$ cat src/rtl/secuenciador_banco_if.sv
// Command/response channel between a requester and the register-bank sequencer.
// The requester drives the command fields; the sequencer drives ready and the response.
interface secuenciador_banco_if #(
  parameter int ADDR_W = 3,
  parameter int DATA_W = 4
);
  logic              cmd_valid;
  logic              cmd_ready;
  logic [1:0]        cmd_op;
  logic [ADDR_W-1:0] cmd_addrA;
  logic [ADDR_W-1:0] cmd_addrB;
  logic [DATA_W-1:0] cmd_data;
  logic              rsp_valid;
  logic [DATA_W-1:0] rsp_datA;
  logic [DATA_W-1:0] rsp_datB;

  modport master (
    output cmd_valid, cmd_op, cmd_addrA, cmd_addrB, cmd_data,
    input  cmd_ready, rsp_valid, rsp_datA, rsp_datB
  );

  modport slave (
    input  cmd_valid, cmd_op, cmd_addrA, cmd_addrB, cmd_data,
    output cmd_ready, rsp_valid, rsp_datA, rsp_datB
  );
endinterface

$ cat src/rtl/secuenciador_banco.sv
// Register-bank command sequencer: WRITE/READ respond at cycle 2, FILL at 2^ADDR_W+1, CLEAR at 3.
// One command in flight; cmd_ready only in IDLE, requester holds cmd_valid until accepted.
module secuenciador_banco #(
  parameter int ADDR_W = 3,
  parameter int DATA_W = 4
) (
  input  logic                clk,
  input  logic                rst,
  secuenciador_banco_if.slave cmdIf,
  output logic [ADDR_W-1:0]   addrRa,
  output logic [ADDR_W-1:0]   addrRb,
  input  logic [DATA_W-1:0]   datOutRa,
  input  logic [DATA_W-1:0]   datOutRb,
  output logic [ADDR_W-1:0]   addrW,
  output logic [DATA_W-1:0]   datW,
  output logic                RegWrite,
  output logic                bankRst
);

  typedef enum logic [2:0] {
    IDLE  = 3'd0,
    WRITE = 3'd1,
    READ  = 3'd2,
    FILL  = 3'd3,
    CLEAR = 3'd4,
    RESP  = 3'd5
  } state_t;

  localparam logic [1:0]        OP_WRITE  = 2'b00;
  localparam logic [1:0]        OP_READ   = 2'b01;
  localparam logic [1:0]        OP_FILL   = 2'b10;
  localparam logic [ADDR_W-1:0] LAST_ADDR = '1;

  state_t            state, stateNxt;
  logic              clrPhase, clrPhaseNxt;
  logic              readyNxt, rspValidNxt;
  logic [DATA_W-1:0] rspDatANxt, rspDatBNxt;
  logic [ADDR_W-1:0] addrRaNxt, addrRbNxt, addrWNxt;
  logic [DATA_W-1:0] datWNxt;
  logic              regWriteNxt, bankRstNxt;

  always_ff @(posedge clk or posedge rst) begin
    if (rst) state <= IDLE;
    else     state <= stateNxt;
  end

  // Next values of every output are computed here and registered below,
  // so each output changes only on a clock edge (or asynchronously on rst).
  always_comb begin
    stateNxt    = state;
    clrPhaseNxt = clrPhase;
    readyNxt    = 1'b0;
    rspValidNxt = 1'b0;
    rspDatANxt  = cmdIf.rsp_datA;
    rspDatBNxt  = cmdIf.rsp_datB;
    addrRaNxt   = addrRa;
    addrRbNxt   = addrRb;
    addrWNxt    = addrW;
    datWNxt     = datW;
    regWriteNxt = 1'b0;
    bankRstNxt  = 1'b0;

    case (state)
      IDLE: begin
        readyNxt = 1'b1;
        if (cmdIf.cmd_valid && cmdIf.cmd_ready) begin
          readyNxt = 1'b0;
          case (cmdIf.cmd_op)
            OP_WRITE: begin
              stateNxt    = WRITE;
              regWriteNxt = 1'b1;
              addrWNxt    = cmdIf.cmd_addrA;
              datWNxt     = cmdIf.cmd_data;
            end
            OP_READ: begin
              stateNxt  = READ;
              addrRaNxt = cmdIf.cmd_addrA;
              addrRbNxt = cmdIf.cmd_addrB;
            end
            OP_FILL: begin
              stateNxt    = FILL;
              regWriteNxt = 1'b1;
              addrWNxt    = '0;
              datWNxt     = cmdIf.cmd_data;
            end
            default: begin
              stateNxt    = CLEAR;
              regWriteNxt = 1'b1;
              bankRstNxt  = 1'b1;
              clrPhaseNxt = 1'b0;
            end
          endcase
        end
      end

      WRITE: begin
        stateNxt    = RESP;
        rspValidNxt = 1'b1;
      end

      READ: begin
        rspDatANxt  = datOutRa;
        rspDatBNxt  = datOutRb;
        stateNxt    = RESP;
        rspValidNxt = 1'b1;
      end

      // addrW doubles as the fill counter and wraps back to 0 after the last address
      FILL: begin
        addrWNxt = addrW + 1'b1;
        if (addrW == LAST_ADDR) begin
          stateNxt    = RESP;
          rspValidNxt = 1'b1;
        end else begin
          regWriteNxt = 1'b1;
        end
      end

      CLEAR: begin
        if (!clrPhase) begin
          regWriteNxt = 1'b1;
          bankRstNxt  = 1'b1;
          clrPhaseNxt = 1'b1;
        end else begin
          stateNxt    = RESP;
          rspValidNxt = 1'b1;
        end
      end

      RESP: begin
        stateNxt = IDLE;
        readyNxt = 1'b1;
      end

      default: begin
        stateNxt = IDLE;
        readyNxt = 1'b1;
      end
    endcase
  end

  always_ff @(posedge clk or posedge rst) begin
    if (rst) begin
      clrPhase        <= 1'b0;
      cmdIf.cmd_ready <= 1'b1;
      cmdIf.rsp_valid <= 1'b0;
      cmdIf.rsp_datA  <= '0;
      cmdIf.rsp_datB  <= '0;
      addrRa          <= '0;
      addrRb          <= '0;
      addrW           <= '0;
      datW            <= '0;
      RegWrite        <= 1'b0;
      bankRst         <= 1'b0;
    end else begin
      clrPhase        <= clrPhaseNxt;
      cmdIf.cmd_ready <= readyNxt;
      cmdIf.rsp_valid <= rspValidNxt;
      cmdIf.rsp_datA  <= rspDatANxt;
      cmdIf.rsp_datB  <= rspDatBNxt;
      addrRa          <= addrRaNxt;
      addrRb          <= addrRbNxt;
      addrW           <= addrWNxt;
      datW            <= datWNxt;
      RegWrite        <= regWriteNxt;
      bankRst         <= bankRstNxt;
    end
  end

endmodule

$ cat src/flat_wrapper.sv
// flat-port wrapper written by rule: the top's interface ports become plain ports
module secuenciador_banco_flat 
#(
  parameter int ADDR_W = 3,
  parameter int DATA_W = 4
)
  (clk, rst, addrRa, addrRb, datOutRa, datOutRb, addrW, datW, RegWrite, bankRst, cmdIf_cmd_valid, cmdIf_cmd_op, cmdIf_cmd_addrA, cmdIf_cmd_addrB, cmdIf_cmd_data, cmdIf_cmd_ready, cmdIf_rsp_valid, cmdIf_rsp_datA, cmdIf_rsp_datB);
  secuenciador_banco_if #(.ADDR_W(ADDR_W), .DATA_W(DATA_W)) cmdIf_i ();
  input  logic clk;
  input  logic rst;
  output logic [ADDR_W-1:0] addrRa;
  output logic [ADDR_W-1:0] addrRb;
  input  logic [DATA_W-1:0] datOutRa;
  input  logic [DATA_W-1:0] datOutRb;
  output logic [ADDR_W-1:0] addrW;
  output logic [DATA_W-1:0] datW;
  output logic RegWrite;
  output logic bankRst;
  input wire logic [$bits(cmdIf_i.cmd_valid)-1:0] cmdIf_cmd_valid;
  input wire logic [$bits(cmdIf_i.cmd_op)-1:0] cmdIf_cmd_op;
  input wire logic [$bits(cmdIf_i.cmd_addrA)-1:0] cmdIf_cmd_addrA;
  input wire logic [$bits(cmdIf_i.cmd_addrB)-1:0] cmdIf_cmd_addrB;
  input wire logic [$bits(cmdIf_i.cmd_data)-1:0] cmdIf_cmd_data;
  output wire logic [$bits(cmdIf_i.cmd_ready)-1:0] cmdIf_cmd_ready;
  output wire logic [$bits(cmdIf_i.rsp_valid)-1:0] cmdIf_rsp_valid;
  output wire logic [$bits(cmdIf_i.rsp_datA)-1:0] cmdIf_rsp_datA;
  output wire logic [$bits(cmdIf_i.rsp_datB)-1:0] cmdIf_rsp_datB;
  assign cmdIf_i.cmd_valid = cmdIf_cmd_valid;
  assign cmdIf_i.cmd_op = cmdIf_cmd_op;
  assign cmdIf_i.cmd_addrA = cmdIf_cmd_addrA;
  assign cmdIf_i.cmd_addrB = cmdIf_cmd_addrB;
  assign cmdIf_i.cmd_data = cmdIf_cmd_data;
  assign cmdIf_cmd_ready = cmdIf_i.cmd_ready;
  assign cmdIf_rsp_valid = cmdIf_i.rsp_valid;
  assign cmdIf_rsp_datA = cmdIf_i.rsp_datA;
  assign cmdIf_rsp_datB = cmdIf_i.rsp_datB;
  secuenciador_banco #(.ADDR_W(ADDR_W), .DATA_W(DATA_W)) u_core (.clk(clk), .rst(rst), .cmdIf(cmdIf_i), .addrRa(addrRa), .addrRb(addrRb), .datOutRa(datOutRa), .datOutRb(datOutRb), .addrW(addrW), .datW(datW), .RegWrite(RegWrite), .bankRst(bankRst));
endmodule
$ cat config.mk
export PLATFORM = sky130hd
export DESIGN_NAME = secuenciador_banco_flat
export DESIGN_NICKNAME = d
export VERILOG_FILES = /design/src/rtl/secuenciador_banco_if.sv /design/src/rtl/secuenciador_banco.sv /design/src/flat_wrapper.sv
export SDC_FILE = /design/constraint.sdc
export NUM_CORES = 1
export LEC_CHECK = 0
export ABC_AREA = 1
export BUFFER_PORTS_ARGS = -buffer_cell sky130_fd_sc_hd__buf_2
export CAP_MARGIN = 5
export CORE_MARGIN = 8
export CORE_UTILIZATION = 40
export CTS_BUF_LIST = sky130_fd_sc_hd__clkbuf_16
export CTS_CLUSTER_DIAMETER = 150
export DETAILED_ROUTE_END_ITERATION = 6
export PLACE_DENSITY = 0.69
export SYNTH_ARGS = -nofsm -noshare
export SYNTH_HDL_FRONTEND = slang
export SYNTH_SLANG_ARGS = --single-unit
$ cat constraint.sdc
create_clock -name clk -period 1.1 [get_ports clk]
set_input_delay 0.055 -clock clk [delete_from_list [all_inputs] [get_ports clk]]
set_output_delay 0.055 -clock clk [all_outputs]
set_load 0.01 [all_outputs]
Yosys cells after proc, flatten, opt, wreduce, memory -nomap -nowiden
Cells that the tools add are included.
{"block": "totals", "in_bits": 23, "romBits": 0, "reg_bits": 29, "output_inout_bits": 25, "latchBits": 0, "n_memories": 0, "ramBits": 0, "wordCells": 63}
{"block": "op_classes", "n_lt_le_gt_ge": 0, "shift": 0, "n_div": 0, "add_sub_neg": 1, "mul": 0, "reduce_logical": 14, "n_eq_ne": 12, "n_bitwise": 0, "mux": 24}
{"operator": "$reduce_and 3->1", "count": 5}
{"operator": "$mux 3", "count": 4}
{"operator": "$pmux 3 s2", "count": 2}
{"operator": "$pmux 3 s4", "count": 1}
{"operator": "$mux 1", "count": 11}
{"operator": "$pmux 3 s3", "count": 1}
{"operator": "$eq 3x2->1 const B", "count": 2}
{"operator": "$eq 3x3->1 const B", "count": 2}
{"operator": "$ne 2x1->1 const B", "count": 3}
{"operator": "$pmux 1 s2", "count": 3}
{"operator": "$pmux 1 s3", "count": 2}
{"operator": "$reduce_bool 2->1", "count": 2}
{"operator": "$reduce_or 2->1", "count": 2}
{"operator": "$reduce_or 4->1", "count": 1}
{"operator": "$add 3x1->3 const B", "count": 1}
{"operator": "$eq 3x1->1 const B", "count": 1}
{"operator": "$logic_not 3->1", "count": 1}
{"operator": "$ne 3x3->1 const B", "count": 1}
{"operator": "$reduce_or 3->1", "count": 1}
{"operator": "$eq 2x1->1 const B", "count": 1}
{"operator": "$eq 2x2->1 const B", "count": 1}
{"operator": "$logic_not 2->1", "count": 1}
{"operator": "$ne 2x2->1 const B", "count": 1}
{"operator": "$logic_and 1x1->1", "count": 1}

Longest topological paths before layout
{"block": "logic_depth", "word_depth": 5, "mapped_depth": 8, "ltp_nobuf": 8}

Least setup slack after synthesis
No wires, ideal clock.
{"block": "synth_path", "path_kind": "reg2reg", "startpoint": "register u_core.addrW[0]", "endpoint": "register u_core.state[2]", "setup_ps": 119, "path_slack_ps": -150, "synth_period_minus_slack_ps": 1250, "path_stages_with_launch": 9, "path_buffers": 0, "arrival_ps": 1131, "path_cell_list": "dfrtp_1 ha_1 ha_1 inv_1 nand2_2 nand2_1 nor2_1 nand2_1 nand2_1"}
{"block": "synth_between", "elab_chain_cells": 3}
{"element": "from (decl)", "line_no": "secuenciador_banco.sv:14", "rtl": "output logic [ADDR_W-1:0] addrW,"}
{"element": "from (signal assigned)", "line_no": "secuenciador_banco.sv:163", "rtl": "addrW <= addrWNxt;"}
{"element": "$eq 3x3->1", "line_no": "secuenciador_banco.sv:111", "rtl": "if (addrW == LAST_ADDR) begin"}
{"element": "$ne 2x1->1 (no line)"}
{"element": "$reduce_and 3->1 (no line)"}
{"element": "to (signal assigned)", "line_no": "secuenciador_banco.sv:44", "rtl": "else state <= stateNxt;"}
{"element": "to (decl)", "line_no": "secuenciador_banco.sv:34", "rtl": "state_t state, stateNxt;"}
Every way passes these cells.
A chain may end at the register's enable or synchronous reset.

Final worst setup path
{"block": "layout_path", "startpoint": "register u_core.state[0]", "endpoint": "register u_core.datW[2]"}
{"block": "layout_between", "elab_chain_cells": 2}
{"element": "$logic_not 3->1", "line_no": "secuenciador_banco.sv:63", "rtl": "case (state)"}
{"element": "$reduce_and 3->1 (no line)"}
{"element": "to (signal assigned)", "line_no": "secuenciador_banco.sv:164", "rtl": "datW <= datWNxt;"}
{"element": "to (decl)", "line_no": "secuenciador_banco.sv:15", "rtl": "output logic [DATA_W-1:0] datW,"}
Every way passes these cells.

==> results.json <==
{
  "fin_skew_ns": 0.00455,
  "multi_input_area_um2": 693,
  "syn-cell-area_um2": 1400,
  "ys_ff_latch": 29,
  "wl_mm": 3.54,
  "synth_seq_area_share_pct": 51.9,
  "fin_hold_ws_ns": 0.00781,
  "diodes": 0,
  "routabilityCongestion": 0.752,
  "io_buffers": 47,
  "finalWorstSetupSlack_ns": -0.159,
  "arrival_ns": 1.42,
  "antenna_found_initial": 0,
  "grt_pass1_wl_mm": 5.63,
  "synth-async-reset-ratio_pct": 100,
  "synth_top_area_share_pct": 50.0,
  "pwr_density_cell_nw_per_um2": 2900,
  "seq_area_um2": 729,
  "synth_area_leaders": "dfrtp_1, nand2_1, nand3_1, ha_1, inv_1",
  "synth_top_area_cell": "dfrtp_1",
  "vdd_drop_max_mv": 1.43,
  "clockRootBuffer": "clkbuf_16",
  "h-tree-depth": 2,
  "cts_inserted_buffers": 5,
  "status": "finished, violations left",
  "cts_tree": "done",
  "p_total_mw": 6.45,
  "drc": 0,
  "yosys_warnings": 0,
  "grt_setup_unrepaired": "true",
  "cp_max_fo": 8,
  "violations": "setup timing",
  "drtAntennaViolNets": 0,
  "drive_above_1_share_pct": 45.2,
  "critPathLaunchType": "register",
  "dp_slack_ns": -0.134,
  "avgRoutedWirePerCell_um": 12.0,
  "syn_nets": 199,
  "synth-edff-count": 0,
  "worstSetupEndpointType": "register",
  "max_stage_delay_ns": 0.41,
  "cp.required_ns": 1.26,
  "synth_cells": 169,
  "via_per_inst": 4.53,
  "area_growth_pct": 58.6,
  "worstMarginPinSlew_ns": 0.358,
  "dpl.hpwl_mm": 2.56,
  "crit_family": "simple AND/OR/NAND/NOR gates",
  "max_slew_margin_pct": 76.1,
  "placed_area_um2": 1880,
  "io_pins": 48,
  "setup_violations": 21,
  "period_share_pct": 114,
  "dr.pass1.iters": 4,
  "path_cells": "nor2_4 -> nand3_4 -> inv_4 -> buf_12 -> nand2_8 -> nand2_1 -> nand2_1",
  "stdcell_area_um2": 2220,
  "cp.buffers_inverters": 2,
  "syn_avg_cell_area_um2": 8.28,
  "timing_worst_setup_path_type": "reg -> reg",
  "clkSinkCount": 29,
  "slew_violations": 0,
  "synth_cell_types": 18,
  "timing.fmax_mhz": 794,
  "crit_top_cell": "nand2_1",
  "grt-ovfl-total": 0,
  "grt_pass1_vias": 1303,
  "rows": 21,
  "max_cap_viol_count": 0,
  "hold_path_class": "in -> reg",
  "die_y_um": 75.2,
  "synth_flop_cell": "dfrtp_1",
  "clk_pin_slew_worst_paths_ns": 0.05,
  "cpMaxStageDelayCell": "dfrtp_1",
  "die_x_um": 75.2,
  "drt-initial-drc-count": 39,
  "power.leakage_nw": 1.26,
  "hold_violations": 0,
  "insertion_delay_ns": 0.27,
  "start_util_pct": 41.6,
  "nets": 279,
  "via_count": 1342,
  "grt_max_degree": 30,
  "dieArea_um2": 5650,
  "gr-usage-all-layers_pct": 13.1,
  "clockBufferDepth": 2,
  "fin_crit_ns": 1.26,
  "fillCellCount": 309,
  "core_area_um2": 3360
}
-- cells by family after synthesis --
group | after synthesis | synth area share [%]
compound gates | 9 | 3.57
fa+ha+maj | 7 | 6.26
buf+inv | 16 | 5.09
flops | 29 | 51.9
simple gates | 108 | 33.2
-- worst min-delay path: cells and delay by family --
kind	cells	cell delay (ns)
simple gates	2	0.12
buf+inv	1	0.07
-- timing repair --
action / 4_1_cts / 5_1_grt
endpoints found under the setup margin: 28 / 31
pin swaps: 4 / 2
resized for setup: 10 / 19
setup buffers: 3 / 2
endpoints found under the hold margin: 28 / 0
hold buffers: 1 / 0
-- where the power goes --
| group | switching (mW) | internal [mW] |
|---|---|---|
| sequential | 0.311 | 1.60 |
| clock | 0.467 | 1.29 |
| combinational | 1.45 | 1.33 |
-- cells in the mapped netlist (2+ instances only) --
cell type and count:
dfrtp_1 28, ha_1 7, inv_1 11, inv_2 3, nand2_1 72, nand2_2 3, nand3_1 19, nand3_2 2
nor2_1 8, nor2_2 3, o21ai_1 5, o21bai_1 2
-- registers in the layout (all words and copies together) (netlist names) --
| signal | cells |
|---|---|
| u_core.cmdIf.rsp_datA | 4 |
| u_core.datW | 4 |
| u_core.addrW | 3 |
| u_core.clrPhase | 1 |
| u_core.addrRb | 3 |
| u_core.bankRst | 1 |
| u_core.state | 3 |
| u_core.RegWrite | 1 |
| u_core.addrRa | 3 |
| u_core.cmdIf.rsp_datB | 4 |
| u_core.cmdIf.rsp_valid | 1 |
| u_core.cmdIf.cmd_ready | 1 |
-- routing by layer --
layer	global-route usage, %	vias up	share of wire (%)
li1	-	692	-
met1	15.2	606	42
met2	21.0	39	48
met3	5.86	5	8.7
met4	4.48	0	1.4
met5	0	-	0
-- path summary, 6_finish.rpt --
path | startpoint | endpoint | slack, ns | cells past startpoint
setup / recovery | u_core.state[0] | u_core.datW[2] | -0.16 | 7
hold / removal | cmdIf_cmd_data[0] | u_core.datW[0] | 0.008 | 3
setup reg to reg | u_core.state[0] | u_core.datW[2] | -0.16 | 7
hold reg to reg | u_core.cmdIf.rsp_datA[3] | u_core.cmdIf.rsp_datA[3] | 0.46 | 2
max in group asynchronous | rst | u_core.cmdIf.cmd_ready | 0.40 | 4
min in group asynchronous | rst | u_core.cmdIf.rsp_datB[3] | 0.39 | 4
-- final cells by class --
type	count	area share, %
flip-flops and latches	29	32.8
multi-input cells	124	31.2
repair buffers	75	22.3
clock buffers	5	5.63
clock inverters	3	2.93
well taps	46	2.59
inverters	14	2.48
-- layout by cell type (no fill, tap or decap), types with 3 or more instances in the layout --
master     synthesis  routed
nor2_1             8       7
nand2_1           72      62
nand3_1           19      18
nor2_2             3       3
dfrtp_1           28      26
o21ai_1            5       5
inv_1             11       9
inv_2              3       4
buf_2              0      45
buf_4              1      20
clkbuf_16          0       5
buf_6              1       8
ha_1               7       5
nand2_2            3      10
-- per-stage QoR --
step | cells | TNS (ns) | utilization, %
2_1_floorplan | 169 | -0.885 | -
3_3_place_gp | 283 | -1.72 | 55.9
3_5_place_dp | 283 | -2.11 | 55.9
4_1_cts | 295 | -1.48 | 63.6
5_1_grt | 296 | -3.16 | 66.0
6_report | 296 | -1.51 | 66.0
Note: power is estimated with default switching activity, not from simulation.
